[src/rtl/dmem_lsu_ctrl.sv]
// dmem_lsu_ctrl: RV32I load/store sequencer for a word bus without byte enables.
// Sub-word stores go through read-modify-write; every bus phase is bounded by a wait counter.
module dmem_lsu_ctrl #(
  parameter int WAIT_LIMIT = 15,
  parameter int CNT_W = 4
) (
  input  logic        clk,
  input  logic        reset,
  input  logic        req_valid,
  input  logic        req_we,
  input  logic [2:0]  req_funct3,
  input  logic [31:0] req_addr,
  input  logic [31:0] req_wdata,
  output logic        stall,
  output logic        done,
  output logic [31:0] load_data,
  output logic        access_err,
  output logic        bus_err,
  output logic [31:0] dmem_addr,
  output logic [31:0] dmem_wd,
  output logic        dmem_we,
  output logic        memaccess,
  input  logic [31:0] dmem_rd,
  input  logic        Dwait
);
  typedef enum logic [1:0] {IDLE, RD, WR, FIN} state_t;
  localparam logic [CNT_W-1:0] LIMIT = CNT_W'(WAIT_LIMIT);
  state_t state_q, state_d;
  logic [CNT_W-1:0] cnt_q, cnt_d;
  logic [31:0] rd_buf_q, rd_buf_d, load_data_q, load_data_d;
  logic access_err_q, access_err_d, bus_err_q, bus_err_d;
  logic illegal, misaligned, timeout;
  logic [4:0] bsh, hsh;
  logic [7:0] rd_b;
  logic [15:0] rd_h;
  logic [31:0] ext, merged;
  assign illegal = req_we ? (req_funct3[2] || req_funct3[1:0] == 2'b11)
                          : (req_funct3 == 3'b011 || req_funct3[2:1] == 2'b11);
  assign misaligned = (req_funct3[1:0] == 2'b01 && req_addr[0]) ||
                      (req_funct3[1:0] == 2'b10 && req_addr[1:0] != 2'b00);
  // the edge that would push the count past the limit abandons the access
  assign timeout = Dwait && cnt_q == LIMIT;
  assign bsh = {req_addr[1:0], 3'b000};
  assign hsh = {req_addr[1], 4'b0000};
  assign rd_b = 8'(dmem_rd >> bsh);
  assign rd_h = 16'(dmem_rd >> hsh);
  assign ext = req_funct3[1:0] == 2'b00 ? {{24{~req_funct3[2] & rd_b[7]}}, rd_b}
             : req_funct3[1:0] == 2'b01 ? {{16{~req_funct3[2] & rd_h[15]}}, rd_h} : dmem_rd;
  assign merged = req_funct3[1:0] == 2'b00 ? (rd_buf_q & ~(32'h0000_00ff << bsh)) | ({24'b0, req_wdata[7:0]} << bsh)
                : req_funct3[1:0] == 2'b01 ? (rd_buf_q & ~(32'h0000_ffff << hsh)) | ({16'b0, req_wdata[15:0]} << hsh)
                : req_wdata;
  assign done = state_q == FIN;
  assign memaccess = state_q == RD || state_q == WR;
  assign dmem_we = state_q == WR;
  assign dmem_addr = memaccess ? {req_addr[31:2], 2'b00} : '0;
  assign dmem_wd = dmem_we ? merged : '0;
  assign load_data = load_data_q;
  assign access_err = access_err_q;
  assign bus_err = bus_err_q;
  assign stall = req_valid & ~done;
  always_comb begin
    state_d = state_q;
    cnt_d = cnt_q;
    rd_buf_d = rd_buf_q;
    load_data_d = '0;
    access_err_d = 1'b0;
    bus_err_d = 1'b0;
    case (state_q)
      IDLE: if (req_valid) begin
        cnt_d = '0;
        if (illegal || misaligned) begin
          state_d = FIN;
          access_err_d = 1'b1;
        end else state_d = (req_we && req_funct3 == 3'b010) ? WR : RD;
      end
      RD: if (timeout) begin
        state_d = FIN;
        bus_err_d = 1'b1;
      end else if (Dwait) cnt_d = cnt_q + 1'b1;
      else begin
        rd_buf_d = dmem_rd;
        cnt_d = '0;
        state_d = req_we ? WR : FIN;
        load_data_d = req_we ? '0 : ext;
      end
      WR: if (timeout) begin
        state_d = FIN;
        bus_err_d = 1'b1;
      end else if (Dwait) cnt_d = cnt_q + 1'b1;
      else state_d = FIN;
      default: state_d = IDLE;
    endcase
  end
  always_ff @(posedge clk) begin
    if (!reset) begin
      state_q <= IDLE;
      cnt_q <= '0;
      rd_buf_q <= '0;
      load_data_q <= '0;
      access_err_q <= 1'b0;
      bus_err_q <= 1'b0;
    end else begin
      state_q <= state_d;
      cnt_q <= cnt_d;
      rd_buf_q <= rd_buf_d;
      load_data_q <= load_data_d;
      access_err_q <= access_err_d;
      bus_err_q <= bus_err_d;
    end
  end
endmodule

[config.mk]
export PLATFORM = sky130hd
export DESIGN_NAME = dmem_lsu_ctrl
export DESIGN_NICKNAME = d
export VERILOG_FILES = /design/src/rtl/dmem_lsu_ctrl.sv
export SDC_FILE = /design/constraint.sdc
export NUM_CORES = 1
export LEC_CHECK = 0
export ABC_AREA = 1
export BUFFER_PORTS_ARGS = -buffer_cell sky130_fd_sc_hd__buf_2
export CORE_MARGIN = 2
export CORE_UTILIZATION = 51
export CTS_BUF_LIST = sky130_fd_sc_hd__clkbuf_4 sky130_fd_sc_hd__clkbuf_8
export DETAILED_ROUTE_END_ITERATION = 6
export PLACE_DENSITY = 0.91
export RECOVER_POWER = 100
export SLEW_MARGIN = 25
export SYNTH_ARGS = -nofsm -noshare
export SYNTH_HDL_FRONTEND = slang
export SYNTH_SLANG_ARGS = --single-unit
[constraint.sdc]
create_clock -name clk -period 4.8 [get_ports clk]
set_input_delay 0.72 -clock clk [delete_from_list [all_inputs] [get_ports clk]]
set_output_delay 0.72 -clock clk [all_outputs]
set_load 0.005 [all_outputs]
---- After elaboration in Yosys (flattened, before gate mapping) ----
Cells that the tools add are included.
word-level totals
  logic and storage cells ................. 88
  bits in registers ....................... 72
cells by class
  bitwise logic cells ..................... 15
  reduce and logical (&&, ||, !) cells .... 20
  add/subtract/negate cells ............... 1
  mux-type cells .......................... 24
  eq/ne operators ......................... 16
  shifts and indexed selects .............. 6
operator list
  cell                                                                 count
  32-bit two-way mux                                                   6
  32-bit bitwise AND                                                   2
  32-bit NOT                                                           2
  32-bit OR                                                            2
  16-bit by 5-bit left shift with 32-bit output                        1
  16-bit by 5-bit left shift with 32-bit output, first input constant  1
  8-bit by 5-bit left shift with 32-bit output                         1
  8-bit by 5-bit left shift with 32-bit output, first input constant   1
  32-bit by 5-bit >> shifter with 16-bit output                        1
  32-bit by 5-bit >> shifter with 8-bit output                         1
  4-bit two-way mux                                                    5
  2-bit two-way mux                                                    7
  4-bit one-hot mux with 3 select lines                                1
  2-bit == test, second input constant                                 5
  3-bit AND reduction                                                  3
  3-bit by 2-bit == test with 1-bit output, second input constant      2
  2-bit inequality test, second input constant                         3
  1-bit NOT                                                            6
  2-bit one-hot mux with 3 select lines                                1
  1-bit logical OR                                                     5
  5-bit AND reduction                                                  1
  5-bit OR reduction                                                   1
  4-bit by 1-bit adder with 4-bit output, second input constant        1
  2-bit by 1-bit == test with 1-bit output, second input constant      2
  other kinds (12)                                                     21

---- Depth between registers and ports, before layout ----
Gate-level depths: netlist of the first run.
  word-level depth ........................ 7
  mapped depth ............................ 11
  depth with buffers taken out ............ 11

---- Worst setup path before layout of the first run ----
No wires, ideal clock.
  path kind ............................... input to output
  start point ............................. in req_funct3[1]
  end point ............................... out dmem_wd[26]
  arrival time ............................ 1.599 ns
  buffers on the path ..................... 2
  stages .................................. 7
  setup slack ............................. 2.481 ns
  path through ............................ nor2_4 -> inv_2 -> buf_2 -> buf_2 -> a21oi_1 -> o21ai_0 -> a21oi_1
on the way
  cells in the longest elaborated chain, start to end .. 4
  elaborated cells on any way between the ends .. 5
  classes of those cells .................. eq/ne: 1; mux: 3; reduce/logical: 1
ends and longest elaborated chain
  element                                   RTL line  text
  start: declaration                        11        input logic [2:0] req_funct3,
  2-bit by 1-bit == test with 1-bit output  50        : req_funct3[1:0] == 2'b01 ? (rd_buf_q & ~(32'h0000_ffff << hsh)) | ({16'b0, req_wdata[15:0]} << hsh)
  32-bit two-way mux                        50
  32-bit two-way mux (*)                    49        assign merged = req_funct3[1:0] == 2'b00 ? (rd_buf_q & ~(32'h0000_00ff << bsh)) | ({24'b0, req_wdata[7:0]} << ...
  32-bit two-way mux (*)                    56        assign dmem_wd = dmem_we ? merged : '0;
  end: declaration                          20        output logic [31:0] dmem_wd,
Every way passes the cells marked *; elsewhere a longest branch is shown, timed or not.

---- Worst setup path after layout of the first run ----
  start point ............................. in req_funct3[1]
  end point ............................... out dmem_wd[17]
Same word-level chain as after synthesis.

==> results.toml, run 1 <==
[outcome]
outcome = "complete, but fails checks"
violations = "max-capacitance violations, max-slew violations"

[cells_and_area]
nets = 926
n_antenna_cell = 0
fill_cells = 757
area_growth_pct = 25.79
drive_above_1_share_pct = 22.02

[setup_path]
crit_path_max_incr_delay_ns = 0.42
path_buf_inv = 4
crit_type = "input port to primary output"
crit_arrival_ns = 3.10
critPathTopFamily = "buffers and inverters"
cp.required_ns = 4.08
cpMaxStageDelayCell = "inv_2"
start_kind = "input port"
crit_path_cell_trace = "buf_2 -> inv_1 -> nand2_1 -> nor2_8 -> inv_2 -> o21ai_2 -> a211oi_1 -> clkbuf_1"
worstReg2RegEnd = "load_data[1]"
rrSetupSlack_ns = 1.08
crit_path_end_kind = "primary output"
critical_path.max_fanout = 32
ff2ff_path_depth = 7
r2r-start = "state_q[1]"

[yosys]
synthTopCellsByCount = "114 x nand2_1, 93 x inv_1, 85 x a21oi_1, 81 x o21ai_0, 72 x dfxtp_1"
yosysWarningCount = 0
synth_cells = 642
netlist_area_um2 = 4158
ys_ff_latch = 72
postSynth.asyncResetShare_pct = 0
ys_types = 36
ys_seq_area_share_pct = 34.67
synth_most_common_cell = "nand2_1"
syn_area_per_cell_um2 = 6.476
synth_ff_type = "dfxtp_1"
yosys.area.top_type_share_pct = 34.67
synthTopCellsByArea = "dfxtp_1 35%, nand2_1 10%, a21oi_1 10%"
synth-edff-count = 0
synth_top_area_cell = "dfxtp_1"

[pwr]
p_clk_share_pct = 21.8
leakagePower_nw = 2.744
peakVddDrop_v = 0.0004332
combinationalPowerShare_pct = 44.6
p_total_mw = 2.198
power_switching_mw = 0.9082
intPower_mw = 1.290
power.density_nw_per_um2 = 420.3
switching_share_pct = 41.31
seqPwrFrac_pct = 33.5

[job]
maxCapViolCount = 1

[cts]
cts-hold-fix-buffers = 0
cts_root_buffer = "clkbuf_8"
cts_buffers = 9
tritoncts = "done"
clkLatencyLatePin_ns = 0.35
clk_pin_slew_ns = 0.08
htree_levels = 3
post_cts_resized = 0
clock-sinks = 72
clock_path_buffers = 2
post_cts_buffers = 0

[routing]
wl_per_cell_um = 15.38
drtPass1Iterations = 5
drtIter0Drc = 450
routed_via_density = 5.464
vias = 5049
ant_nets = 0
drt_wl_total_um = 14210
drc = 0

[global_route]
use_met2_pct = 54.58
grt_pass1_wl_um = 21550
antenna_found_initial = 0
grt_max_degree = 55
use_met3_pct = 5.056
top_usage_layer = "met2"
met1_usage_pct = 36.61
overflow = 0
grt_pass1_vias = 4617
grt_use_total_pct = 31.39

[timing]
setup_slack_ns = 0.9798
fin_tns_setup_ns = 0
hold_slack_ns = 0.5260
worst_pin_slew_ns = 1.881
fin_crit_sh_pct = 79.59
hold_viol = 0
grt_setup_unrepaired = "no"
slew_violations = 55
relSlewSlack_pct = -25.42
final-setup-viol-count = 0
fmax_ghz = 0.2618
layout_min_cycle_time_ns = 3.820
skew_ns = 0.01044

[place]
gp_congestion = 0.9679
io_buffer_count = 203
dpl_worst_slack_ns = 1.414
dp_hpwl_um = 10790

[min_path]
min_from = "rd_buf_q[6]"
whs_endpoint = "rd_buf_q[6]"
hold_class = "register to register"
holdPathStages = 2

[floorplan]
die_x_um = 94.29
ioPinCount = 206
chipHeight_um = 94.29
initial_core_util_pct = 53.25
rows = 32
die_area_um2 = 8891
core_um2 = 7807
-- how the worst max path moves through the flow --
stage / start / endpoint / slack (ns) / depth (start not counted)
after CTS: req_funct3[1] / dmem_wd[17] / 1.42 / 8
final: req_funct3[1] / dmem_wd[17] / 0.98 / 8
after floorplan: req_funct3[1] / dmem_wd[26] / 2.48 / 7
after global routing: state_q[1] / load_data[1] / 0.62 / 7
after detailed placement: req_funct3[1] / dmem_wd[17] / 1.41 / 8
after global placement: req_funct3[1] / dmem_wd[17] / 1.52 / 8
-- layout by cell type (no fill, tap or decap) --
master       n
clkbuf_8     9
o21ai_2      3
nor2_2       1
nor4_1       4
dfxtp_1     72
nand3_1      5
o22ai_1      8
or2_2        1
o221ai_1     5
buf_4        1
o21ai_1      4
conb_1       2
nand2_2      1
nor2_8       1
a31o_2       1
buf_2      145
a31oi_1     15
nand4_1      4
a22oi_1      1
inv_2        4
and3_1       1
inv_1       94
nor2_1      62
nand3_2      2
bufinv_16    1
nand2_1    115
xor2_1       1
nor3_1       7
clkinv_4     4
ha_1         5
clkbuf_1    54
nand3_4      1
clkbuf_2     3
buf_1        2
a211oi_1    14
o21ai_0     81
nor2_4       1
clkbuf_4     1
a21oi_1     85
clkinv_2     1
-- final cells by class --
| cell class | count | area, µm² | area share (%) |
|---|---|---|---|
| flip-flops and latches | 72 | 1441 | 27.56 |
| multi-input cells | 431 | 2133 | 40.79 |
| inverters | 98 | 367.9 | 7.033 |
| clock inverters | 6 | 70.07 | 1.340 |
| repair buffers | 205 | 958.4 | 18.33 |
| clock buffers | 10 | 131.4 | 2.512 |
| well taps | 102 | 127.6 | 2.440 |
-- sequential cells by signal, summed over array words and instances, names as in the netlist --
| name | cells |
|---|---|
| access_err | 1 |
| rd_buf_q | 32 |
| state_q | 2 |
| cnt_q | 4 |
| bus_err | 1 |
| load_data | 32 |
-- power by group through the flow --
stage | clock network [mW] | registers [mW] | logic (mW)
after global placement | 0 | 0.742 | 0.966
after CTS | 0.481 | 0.733 | 1.00
after floorplan | 0 | 0.729 | 0.619
after global routing | 0.508 | 0.744 | 1.10
final | 0.480 | 0.737 | 0.981
after detailed placement | 0 | 0.745 | 0.997
-- stage by stage --
stage	cell area, µm²	cells	utilization [%]
after detailed placement	5104	908	65.37
after floorplan	4161	643	-
after CTS	5305	924	67.95
after global placement	5104	908	65.37
after global routing	5230	924	66.99
final	5230	924	66.99
-- metal layers --
metal	share of wire [%]	wire length, µm
met1	39	5529
met2	48	6835
met3	8.3	1177
met4	4.7	668
met5	0	0
-- cells by family (layout without fill, tap and decap cells) --
| kind of cell | after synthesis | in the layout | synth area share (%) |
|---|---|---|---|
| AOI/OAI and AO/OA | 217 | 217 | 28.53 |
| xor gates and xnor gates | 1 | 1 | 0.2107 |
| adders and majority gates | 5 | 5 | 1.505 |
| buffers and inverters | 140 | 319 | 14.05 |
| DFF | 72 | 72 | 34.67 |
| other | 1 | 2 | 0.09019 |
| and+or+nand+nor | 206 | 206 | 20.95 |
-- tightest hold or removal path, cell delays in order (launching register included) --
cell	delay, ns
dfxtp_1	0.34
o21ai_0	0.08
nor2_1	0.08
No activity file was read; power rests on OpenSTA's default activity.
==> inputs of run 2 (changes only) <==
CORE_UTILIZATION = 43   (was 51)
PLACE_DENSITY = 0.82   (was 0.91)
clock period = 3.15 ns   (was 4.8 ns; I/O delays follow)
==> run 2 against run 1 <==
The run now ends clean; register-to-register slack got worse by 0.48 ns; power rose by 62%; critical path depth fell by 2; utilization fell by 9.8 points; sequential cell count did not move; hold slack got worse by 0.14 ns.
==> results.toml, run 2 (synthesis gave the netlist of run 1 again) <==
[outcome]
outcome = "completed"

[global_route]
antenna_found_initial = 0
grt_max_degree = 42
overflow = 0
grt_pass1_wl_um = 21560
grt_pass1_vias = 4198
grt_use_total_pct = 26.35

[timing]
worst_pin_slew_ns = 1.393
hold_slack_ns = 0.3869
hold_viol = 0
slew_violations = 0
skew_ns = 0.007679
final-setup-viol-count = 0
relSlewSlack_pct = 7.123
fin_tns_setup_ns = 0
grt_setup_unrepaired = "no"
fmax_ghz = 0.3597
setup_slack_ns = 0.3701
fin_crit_sh_pct = 88.25
layout_min_cycle_time_ns = 2.780

[cts]
htree_levels = 3
cts_root_buffer = "clkbuf_8"
clk_pin_slew_ns = 0.08
post_cts_buffers = 0
post_cts_resized = 0
clock_path_buffers = 2
tritoncts = "done"
cts-hold-fix-buffers = 0
clkLatencyLatePin_ns = 0.35
clock-sinks = 72
cts_buffers = 9

[place]
dp_hpwl_um = 10700
placedCellCount = 939
io_buffer_count = 203
gp_congestion = 0.9326
dpl_worst_slack_ns = 0.6049
dpl_cell_area_um2 = 5167

[floorplan]
initial_core_util_pct = 44.57
die_x_um = 102.3
ioPinCount = 206
rows = 35
core_um2 = 9328
chipHeight_um = 102.3
die_area_um2 = 10470

[setup_path]
critical_path.max_fanout = 20
crit_type = "input port to primary output"
crit_path_end_kind = "primary output"
crit_arrival_ns = 2.31
cp.required_ns = 2.68
ff2ff_path_depth = 7
start_kind = "input port"

[routing]
routed_via_density = 5.231
ant_nets = 0
vias = 5006
wl_per_cell_um = 14.90
drtPass1Iterations = 6
drc = 0
drtIter0Drc = 440
drt_wl_total_um = 14260

[cells_and_area]
design_area_um2 = 5333
fin_util_pct = 57.17
final_cell_mix = "121 x buf_2, 114 x nand2_1, 96 x inv_1"
fill_cells = 955
area_growth_pct = 28.26
finalNonFillerCells = 957
nets = 930
seq_area_um2 = 1441
drive_above_1_share_pct = 19.25
multi_input_area_um2 = 2133
mostFrequentLayoutCell = "buf_2"

[pwr]
leakagePower_nw = 2.710
switching_share_pct = 39.25
seqPwrFrac_pct = 31.6
p_clk_share_pct = 27.5
power.density_nw_per_um2 = 668.7
power_switching_mw = 1.400
peakVddDrop_v = 0.0002584
intPower_mw = 2.166
combinationalPowerShare_pct = 40.9
p_total_mw = 3.566

[job]
maxCapViolCount = 0

[min_path]
hold_class = "input port to register"
holdPathStages = 3
-- run 2: worst paths after layout --
path,end,slack (ns),start
max,dmem_wd[16],0.37,req_funct3[1]
min,rd_buf_q[1],0.39,dmem_rd[1]
max reg2reg,load_data[4],0.60,state_q[1]
min reg2reg,state_q[0],0.52,state_q[0]
-- run 2: final cells by class --
class	count	area share, %
well taps	129	3.027
multi-input cells	431	40.00
clock inverters	7	2.675
repair buffers	209	17.95
diodes	2	0.09385
inverters	98	6.898
clock buffers	9	2.323
flip-flops and latches	72	27.03
-- run 2: worst max-delay path: stages --
cell      delay [ns]
buf_2           0.18
nor2_4          0.33
inv_1           0.35
o21ai_2         0.63
a211oi_1        0.19
clkbuf_1        0.15
-- run 2: routing by layer --
metal  routed length [µm]  track usage, %  up-vias
met2                 6198           38.31      299
met1                 6287           39.47     2203
met5                    0               0        -
met3                 1362           3.762       41
met4                  414           9.538        0
li1                     -               -     2463
-- run 2: power groups by stage --
stage	registers, mW	clock network [mW]	logic, mW
after floorplan	1.11	0	0.944
after global placement	1.14	0	1.50
after detailed placement	1.14	0	1.51
after CTS	1.12	0.984	1.52
after global routing	1.14	1.02	1.66
final	1.13	0.981	1.46
